**src/rtl/echip65_pkg.sv**
```systemverilog
// Shared constants and helpers for the 2nd-order sigma-delta DAC: full-scale value,
// monitor select encodings and the guard-bit rule for saturating accumulators.
package echip65_pkg;

    localparam int unsigned MON_W       = 16;
    localparam int unsigned SAT_GUARD_W = 2;

    typedef enum logic [3:0] {
        MON_ACC1   = 4'd0,
        MON_ACC2   = 4'd1,
        MON_ACTIVE = 4'd2,
        MON_STATUS = 4'd3
    } mon_sel_e;

    // Two guard bits hold acc + a - b without wrap when all three fit in w bits.
    function automatic int unsigned sat_sum_w(input int unsigned w);
        return w + SAT_GUARD_W;
    endfunction

    // Full scale of a signed data_w-bit sample.
    function automatic longint fs_of(input int unsigned data_w);
        return longint'(1) << (data_w - 1);
    endfunction

endpackage

```
**src/rtl/sdm2_sat_acc.sv**
```systemverilog
// Saturating accumulate step: next = clamp(acc + add - sub) to the signed W-bit range.
module sdm2_sat_acc
    import echip65_pkg::*;
#(
    parameter int unsigned W = 18
) (
    input  logic signed [W-1:0] acc,
    input  logic signed [W-1:0] add,
    input  logic signed [W-1:0] sub,
    output logic signed [W-1:0] acc_next_c
);

    localparam int unsigned SW = sat_sum_w(W);
    localparam logic signed [SW-1:0] MAX_V = (SW'(1) <<< (W - 1)) - SW'(1);
    localparam logic signed [SW-1:0] MIN_V = -(SW'(1) <<< (W - 1));

    logic signed [SW-1:0] sum_c;

    always_comb begin
        sum_c = SW'(acc) + SW'(add) - SW'(sub);
        if (sum_c > MAX_V) begin
            acc_next_c = W'(MAX_V);
        end else if (sum_c < MIN_V) begin
            acc_next_c = W'(MIN_V);
        end else begin
            acc_next_c = W'(sum_c);
        end
    end

endmodule

```
**src/rtl/sdm2_dac.sv**
```systemverilog
// Second-order CIFB sigma-delta DAC: one-deep sample buffer feeding an active sample
// that is re-read once per 2^OSR_LOG2 modulator clocks, 1-bit registered bitstream out.
module sdm2_dac
    import echip65_pkg::*;
#(
    parameter int unsigned DATA_W   = 16,
    parameter int unsigned OSR_LOG2 = 6
) (
    input  logic              clk,
    input  logic              reset_n,
    input  logic              enable,
    input  logic [DATA_W-1:0] in_data,
    input  logic              in_valid,
    output logic              in_ready,
    output logic              dout,
    output logic              underflow,
    input  logic [3:0]        digital_monitor_sel,
    output logic [MON_W-1:0]  monitor_out
);

    localparam int unsigned ACC1_W = DATA_W + 2;
    localparam int unsigned ACC2_W = DATA_W + 4;
    localparam logic signed [ACC1_W-1:0] FS1 = ACC1_W'(fs_of(DATA_W));
    localparam logic signed [ACC2_W-1:0] FS2 = ACC2_W'(fs_of(DATA_W));

    logic [OSR_LOG2-1:0]       counter;
    logic [DATA_W-1:0]         pending;
    logic                      pending_full;
    logic signed [DATA_W-1:0]  active;
    logic signed [ACC1_W-1:0]  acc1;
    logic signed [ACC2_W-1:0]  acc2;

    logic                      load_c;
    logic                      handshake_c;
    logic signed [ACC1_W-1:0]  x1_c;
    logic signed [ACC1_W-1:0]  fb1_c;
    logic signed [ACC2_W-1:0]  fb2_c;
    logic signed [ACC2_W-1:0]  acc1_ext_c;
    logic signed [ACC1_W-1:0]  acc1_next_c;
    logic signed [ACC2_W-1:0]  acc2_next_c;
    logic [MON_W-1:0]          mon_c;

    assign load_c      = enable && (counter == '1);
    assign in_ready    = ~pending_full | load_c;
    assign handshake_c = in_valid & in_ready;

    // Handshake side keeps running while the modulator is frozen.
    always_ff @(posedge clk or negedge reset_n) begin
        if (!reset_n) begin
            pending      <= '0;
            pending_full <= 1'b0;
        end else if (handshake_c) begin
            pending      <= in_data;
            pending_full <= 1'b1;
        end else if (load_c) begin
            pending_full <= 1'b0;
        end
    end

    // Frame counter and active sample; an empty buffer at the boundary repeats the old sample.
    always_ff @(posedge clk or negedge reset_n) begin
        if (!reset_n) begin
            counter   <= '0;
            active    <= '0;
            underflow <= 1'b0;
        end else if (enable) begin
            counter <= counter + OSR_LOG2'(1);
            if (load_c) begin
                if (pending_full) begin
                    active <= pending;
                end else begin
                    underflow <= 1'b1;
                end
            end
        end
    end

    assign x1_c       = ACC1_W'(active);
    assign fb1_c      = dout ? FS1 : -FS1;
    assign fb2_c      = dout ? FS2 : -FS2;
    assign acc1_ext_c = ACC2_W'(acc1);

    sdm2_sat_acc #(.W(ACC1_W)) u_acc1 (
        .acc        (acc1),
        .add        (x1_c),
        .sub        (fb1_c),
        .acc_next_c (acc1_next_c)
    );

    sdm2_sat_acc #(.W(ACC2_W)) u_acc2 (
        .acc        (acc2),
        .add        (acc1_ext_c),
        .sub        (fb2_c),
        .acc_next_c (acc2_next_c)
    );

    always_ff @(posedge clk or negedge reset_n) begin
        if (!reset_n) begin
            acc1 <= '0;
            acc2 <= '0;
            dout <= 1'b0;
        end else if (enable) begin
            acc1 <= acc1_next_c;
            acc2 <= acc2_next_c;
            dout <= ~acc2_next_c[ACC2_W-1];
        end
    end

    always_comb begin
        mon_c = '0;
        case (digital_monitor_sel)
            MON_ACC1:   mon_c = acc1[ACC1_W-1 -: MON_W];
            MON_ACC2:   mon_c = acc2[ACC2_W-1 -: MON_W];
            MON_ACTIVE: mon_c = active[DATA_W-1 -: MON_W];
            MON_STATUS: mon_c = MON_W'({counter, pending_full, underflow, dout});
            default:    mon_c = '0;
        endcase
    end

    always_ff @(posedge clk or negedge reset_n) begin
        if (!reset_n) begin
            monitor_out <= '0;
        end else begin
            monitor_out <= mon_c;
        end
    end

endmodule

```
**config.mk**
```make
export PLATFORM = sky130hd
export DESIGN_NAME = sdm2_dac
export DESIGN_NICKNAME = d
export VERILOG_FILES = /design/src/rtl/echip65_pkg.sv /design/src/rtl/sdm2_sat_acc.sv /design/src/rtl/sdm2_dac.sv
export SDC_FILE = /design/constraint.sdc
export NUM_CORES = 1
export LEC_CHECK = 0
export BUFFER_PORTS_ARGS = -buffer_cell sky130_fd_sc_hd__buf_2
export CAP_MARGIN = 10
export CORE_ASPECT_RATIO = 1.5
export CORE_MARGIN = 2
export CORE_UTILIZATION = 30
export DETAILED_ROUTE_END_ITERATION = 8
export GPL_TIMING_DRIVEN = 1
export PLACE_DENSITY = 0.49
export REMOVE_ABC_BUFFERS = 1
export SYNTH_ARGS = -nofsm -noshare
export SYNTH_HDL_FRONTEND = slang
export SYNTH_SLANG_ARGS = --single-unit
```
**constraint.sdc**
```tcl
create_clock -name clk -period 11.25 [get_ports clk]
set_input_delay 1.125 -clock clk [delete_from_list [all_inputs] [get_ports clk]]
set_output_delay 1.125 -clock clk [all_outputs]
set_load 0.02 [all_outputs]
```
After elaboration in Yosys (flattened, before gate mapping)
Cells that the tools add are included.
Word-level totals
  logic and storage cells: 40
  output and inout bits: 19
  register bits: 95
  input port bits: 24
Cells by class
  bitwise logic cells: 4
  muxes and demuxes: 9
  add/subtract/negate cells: 5
  eq/ne operators: 4
  reduce and logical (&&, ||, !) cells: 5
  order comparisons: 4
Operator list (count)
  16-bit one-hot mux with 4 select lines: 1
  20-bit two-way mux: 3
  18-bit two-way mux: 3
  22-bit by 20-bit greater-than comparator with 1-bit output (second input constant): 1
  22-bit by 20-bit < comparator with 1-bit output (second input constant): 1
  21-bit by 20-bit subtractor with 22-bit output: 1
  20-bit by 18-bit adder with 21-bit output: 1
  20-bit by 18-bit greater-than comparator with 1-bit output (second input constant): 1
  20-bit by 18-bit < comparator with 1-bit output (second input constant): 1
  19-bit by 18-bit subtractor with 20-bit output: 1
  18-bit by 16-bit adder with 19-bit output: 1
  4-bit by 2-bit equality test with 1-bit output (second input constant): 2
  6-bit by 1-bit adder with 6-bit output (second input constant): 1
  6-bit equality test (second input constant): 1
  3-bit AND reduction: 2
  4-bit by 1-bit equality test with 1-bit output (second input constant): 1
  4-bit logical NOT: 1
  1-bit two-way mux: 2
  1-bit NOT: 2
  2-bit nonzero test: 1
  1-bit AND: 1
  1-bit logical AND: 1
  1-bit OR: 1

Longest topological paths before layout
  word-level depth: 6
  depth in mapped cells: 16
  mapped depth without buffers: 13

Hierarchy
A second synthesis with hierarchy kept.
Second synthesis, totals
  cell total of the unflattened synthesis: 808
  area, all modules: 7890.1 um2
By module, submodules not included
  sdm2_dac: seq. area each 2377.3 um2, area an instance 3852.4 um2, instances 1, cells an instance 258
  sdm2_sat_acc (u_acc2): seq. area each 0.0 um2, area an instance 2228.4 um2, instances 1, cells an instance 294
  sdm2_sat_acc (u_acc1): seq. area each 0.0 um2, area an instance 1809.2 um2, instances 1, cells an instance 256

Worst setup path after synthesis
OpenSTA, ideal clock, no wires.
  path kind: reg-to-reg
  start: reg dout
  end: reg acc2[15]
  path slack: 7.531 ns
  setup time: 0.080 ns
  stages on the path, launching flop included: 17
  arrival time: 3.638 ns
  data required time: 11.170 ns
  cell sequence: dfrtp_1 -> inv_1 -> fa_1 -> inv_1 -> ha_1 -> buf_2 -> nand4_1 -> nor2_1 -> a311oi_1 -> o311ai_0 -> a41oi_1 -> a221o_1 -> nand4b_4 -> and2_1 -> buf_6 -> buf_12 -> a31oi_4
Between the ends
  longest elaborated chain between the ends: 5
  elaborated cells between the ends (all ways): 6
Ends and longest elaborated chain
  start, declared: line sdm2_dac.sv:15  | output logic dout,
  start signal, assigned: line sdm2_dac.sv:105  | dout <= ~acc2_next_c[ACC2_W-1];
  20-bit two-way mux (*): line sdm2_dac.sv:80  | assign fb2_c = dout ? FS2 : -FS2;
  21-bit by 20-bit subtractor with 22-bit output (*): line sdm2_sat_acc.sv:20  | sum_c = SW'(acc) + SW'(add) - SW'(sub);
  22-bit by 20-bit < comparator with 1-bit output: line sdm2_sat_acc.sv:23  | end else if (sum_c < MIN_V) begin
  20-bit two-way mux: line sdm2_sat_acc.sv:23
  20-bit two-way mux (*): line sdm2_sat_acc.sv:21  | if (sum_c > MAX_V) begin
  end signal, assigned: line sdm2_dac.sv:104  | acc2 <= acc2_next_c;
  end, declared: line sdm2_dac.sv:31  | logic signed [ACC2_W-1:0] acc2;
Mark *: on every way between the ends. The rest lies on a longest branch, timed or not.
A chain may end at the register's enable or synchronous reset.

Worst setup path in the final report
  start: reg dout
  end: reg acc2[18]
The elaborated chain is that of the path after synthesis.

==> impl_metrics.toml <==
[cts]
cts_made_buffers = 9
ctsRootBufferMaster = "sky130_fd_sc_hd__clkbuf_16"
clock_latency_late_sink_ps = 360
cts.reportedPaths.clkPinSlew_ps = 80
clk_path_buf_depth = 2
cts.repair_timing.setup_buffer_count = 0
cts-resized-gates = 0
cts_hold_repair.buffers = 0
cts_tree = "yes"
clock-sinks = 95
max_h_tree_level = 3

[floorplan]
coreArea_um2 = 22400
die_h_um = 189
fp.dieW_um = 127
die-area_um2 = 24000
top_level_ports = 43
num_rows = 67
start_util_pct = 30.5

[detailed_routing]
antenna_left = 0
dr.pass1.iters = 5
route.detailed.drc = 0
first_iter_violations = 284
totalWireLength_mm = 17.4
detail_route.wl_per_cell_um = 16.8
dr_total_vias = 5191
drt-vias-per-instance = 5.02

[sta]
worst_clock_skew_ps = 8.20
max_slew.worst_pin.slew_ps = 997
final-setup-viol-count = 0
timing.setup.tns_ps = 0
finalHoldViolations = 0
timing.slew.headroom_pct = 33.6
final.setup.worst_slack_ps = 6950
timing.fmax_mhz = 233
timing.final.crit_period_ps = 4300
rsz_0062_raised_after_global_routing = "no"
timing.final.crit_share_pct = 38.2
finalMaxSlewViolations = 0

[yosys]
yosys_most_used_dff = "sky130_fd_sc_hd__dfrtp_1"
syn_area_um2 = 6830
syn_area_per_cell_um2 = 9.50
synth_top_family_by_area = "compound AO/OA/AOI/OAI gates"
synth_seq_cells = 95
synth-seq-area-share_pct = 34.8
post_synth_inst_count = 719
post_synthesis_xor_xnor_area_fraction_pct = 3.97
mux_contribution_to_synthesized_area_pct = 3.11
synth_edf_count = 0
ys_async_sr_fraction_pct = 100
synth_compound_gate_area_share_pct = 23.1
synth_simple_gate_area_share_pct = 11.3
count_of_different_cell_masters_after_synthesis = 68
synth_warnings = 0
synthAdderAreaFrac_pct = 14.8

[job]
drv.max_cap_violation_count = 0

[critical_path]
crit_path_max_fanout = 9
critical_path_class = "flip-flop to flip-flop"
critPathArrivalTime_ps = 4490
critPathRequiredTime_ps = 11450
cp-end-kind = "flip-flop"
start_kind = "flip-flop"

[place]
place.detailed.hpwl_mm = 12.8
buffer_ports.inserted = 42
globalplace.congestion = 0.828
placed_cell_area_um2 = 7350
pre_cts_slack_ps = 6960

[grt]
grt_usage_pct = 15.2
grt_pass1_vias = 5230
pin_count_of_the_biggest_net_entering_global_routing = 65
global_route_wire_length_before_repair_mm = 28.3
number_of_antenna_violations_at_the_first_check_in_global_routing = 0
global_route.overflow_total = 0

[layout]
nets = 855
most-common-layout-cells = "128 x sky130_fd_sc_hd__inv_1, 95 x sky130_fd_sc_hd__dfrtp_1, 71 x sky130_fd_sc_hd__ha_1, 47 x sky130_fd_sc_hd__nand2_1, 41 x sky130_fd_sc_hd__buf_2"
antennaDiodeCount = 0
fin_area_um2 = 7640
layout-drive-gt1-share_pct = 16.7
synthToLayoutAreaGrowth_pct = 11.9
final_core_util_pct = 34.2
layout_commonest_cell = "sky130_fd_sc_hd__inv_1"

[min_path]
hold_path.class = "flip-flop to flip-flop"

[outcome]
status = "completed"
cell usage after synthesis (all sizes together), types with 4 or more instances:
cell type,instances,area share [%]
nand4,6,0.64
inv,128,7.0
nor3b,4,0.44
clkbuf,20,1.1
nand2,47,2.6
ha,71,13
a22o,13,1.7
xnor2,22,2.8
nand2b,9,0.82
dfrtp,95,35
nand3,14,1.0
o21ai,37,2.7
nor2b,7,0.64
a21o,11,1.2
and3,5,0.46
o221a,17,2.8
a221o,12,1.8
and2,8,0.73
o21a,9,1.1
mux2,18,3.0
a31oi,20,4.0
xor2,9,1.2
a21oi,31,2.3
fa,6,1.8
nor2,35,1.9
a222oi,7,1.0
buf,6,0.79
critical path: stages (launching register included):
cell	delay [ps]
sky130_fd_sc_hd__dfrtp_1	560
sky130_fd_sc_hd__inv_1	170
sky130_fd_sc_hd__fa_1	570
sky130_fd_sc_hd__inv_1	50
sky130_fd_sc_hd__ha_1	380
sky130_fd_sc_hd__nand4_1	220
sky130_fd_sc_hd__nor2_1	100
sky130_fd_sc_hd__a311oi_1	270
sky130_fd_sc_hd__o311ai_0	160
sky130_fd_sc_hd__a41oi_1	350
sky130_fd_sc_hd__nand3_1	110
sky130_fd_sc_hd__o311ai_0	160
sky130_fd_sc_hd__and2_1	530
sky130_fd_sc_hd__buf_4	360
sky130_fd_sc_hd__a31oi_1	120
sequential cells by signal, indices dropped and copies added (netlist names):
| register | count |
|---|---|
| dout | 1 |
| counter | 6 |
| underflow | 1 |
| pending_full | 1 |
| pending | 16 |
| active | 16 |
| acc2 | 20 |
| monitor_out | 16 |
| acc1 | 18 |
stage by stage:
stage,hold WS [ps],std cells
floorplan,444,693
global route,516,1035
finish,481,1035
global placement,457,1019
CTS,484,1035
detailed placement,467,1019
layout make-up:
cell class                      instances  area, µm²
Sequential cell                        95       2380
Tap cell                              276        345
Fill cell                            2307      14700
Inverter                              128        480
Multi-Input combinational cell        470       3870
Clock buffer                            9        225
Clock inverter                          7       68.8
Timing Repair Buffer                   50        273
cells by family (layout without fill, tap and decap cells):
family	Yosys count	after routing
buf+inv	154	194
simple gates	152	152
mux	19	19
compound gates	191	191
flops	95	95
xor+xnor	31	31
fa+ha+maj	77	77
metal layers:
layer | part of all wire, % | track usage, % | vias up
met1 | 42 | 17.9 | 2523
met5 | 0 | 0 | -
met2 | 54 | 28.3 | 54
li1 | - | - | 2599
met3 | 2.6 | 2.23 | 15
met4 | 1.3 | 4.65 | 0
path summary, 6_finish.rpt:
kind	start	endpoint	slack [ps]	cells past startpoint
max in group asynchronous	reset_n	counter[1]	9310	2
min reg2reg	pending[4]	active[4]	480	2
max	dout	acc2[18]	6950	14
min in group asynchronous	reset_n	pending[15]	730	1
max reg2reg	dout	acc2[18]	6950	14
min	pending[4]	active[4]	480	2
Power is not shown: default switching activity piles up to over one toggle a cycle in this logic, so the estimate is an artifact.
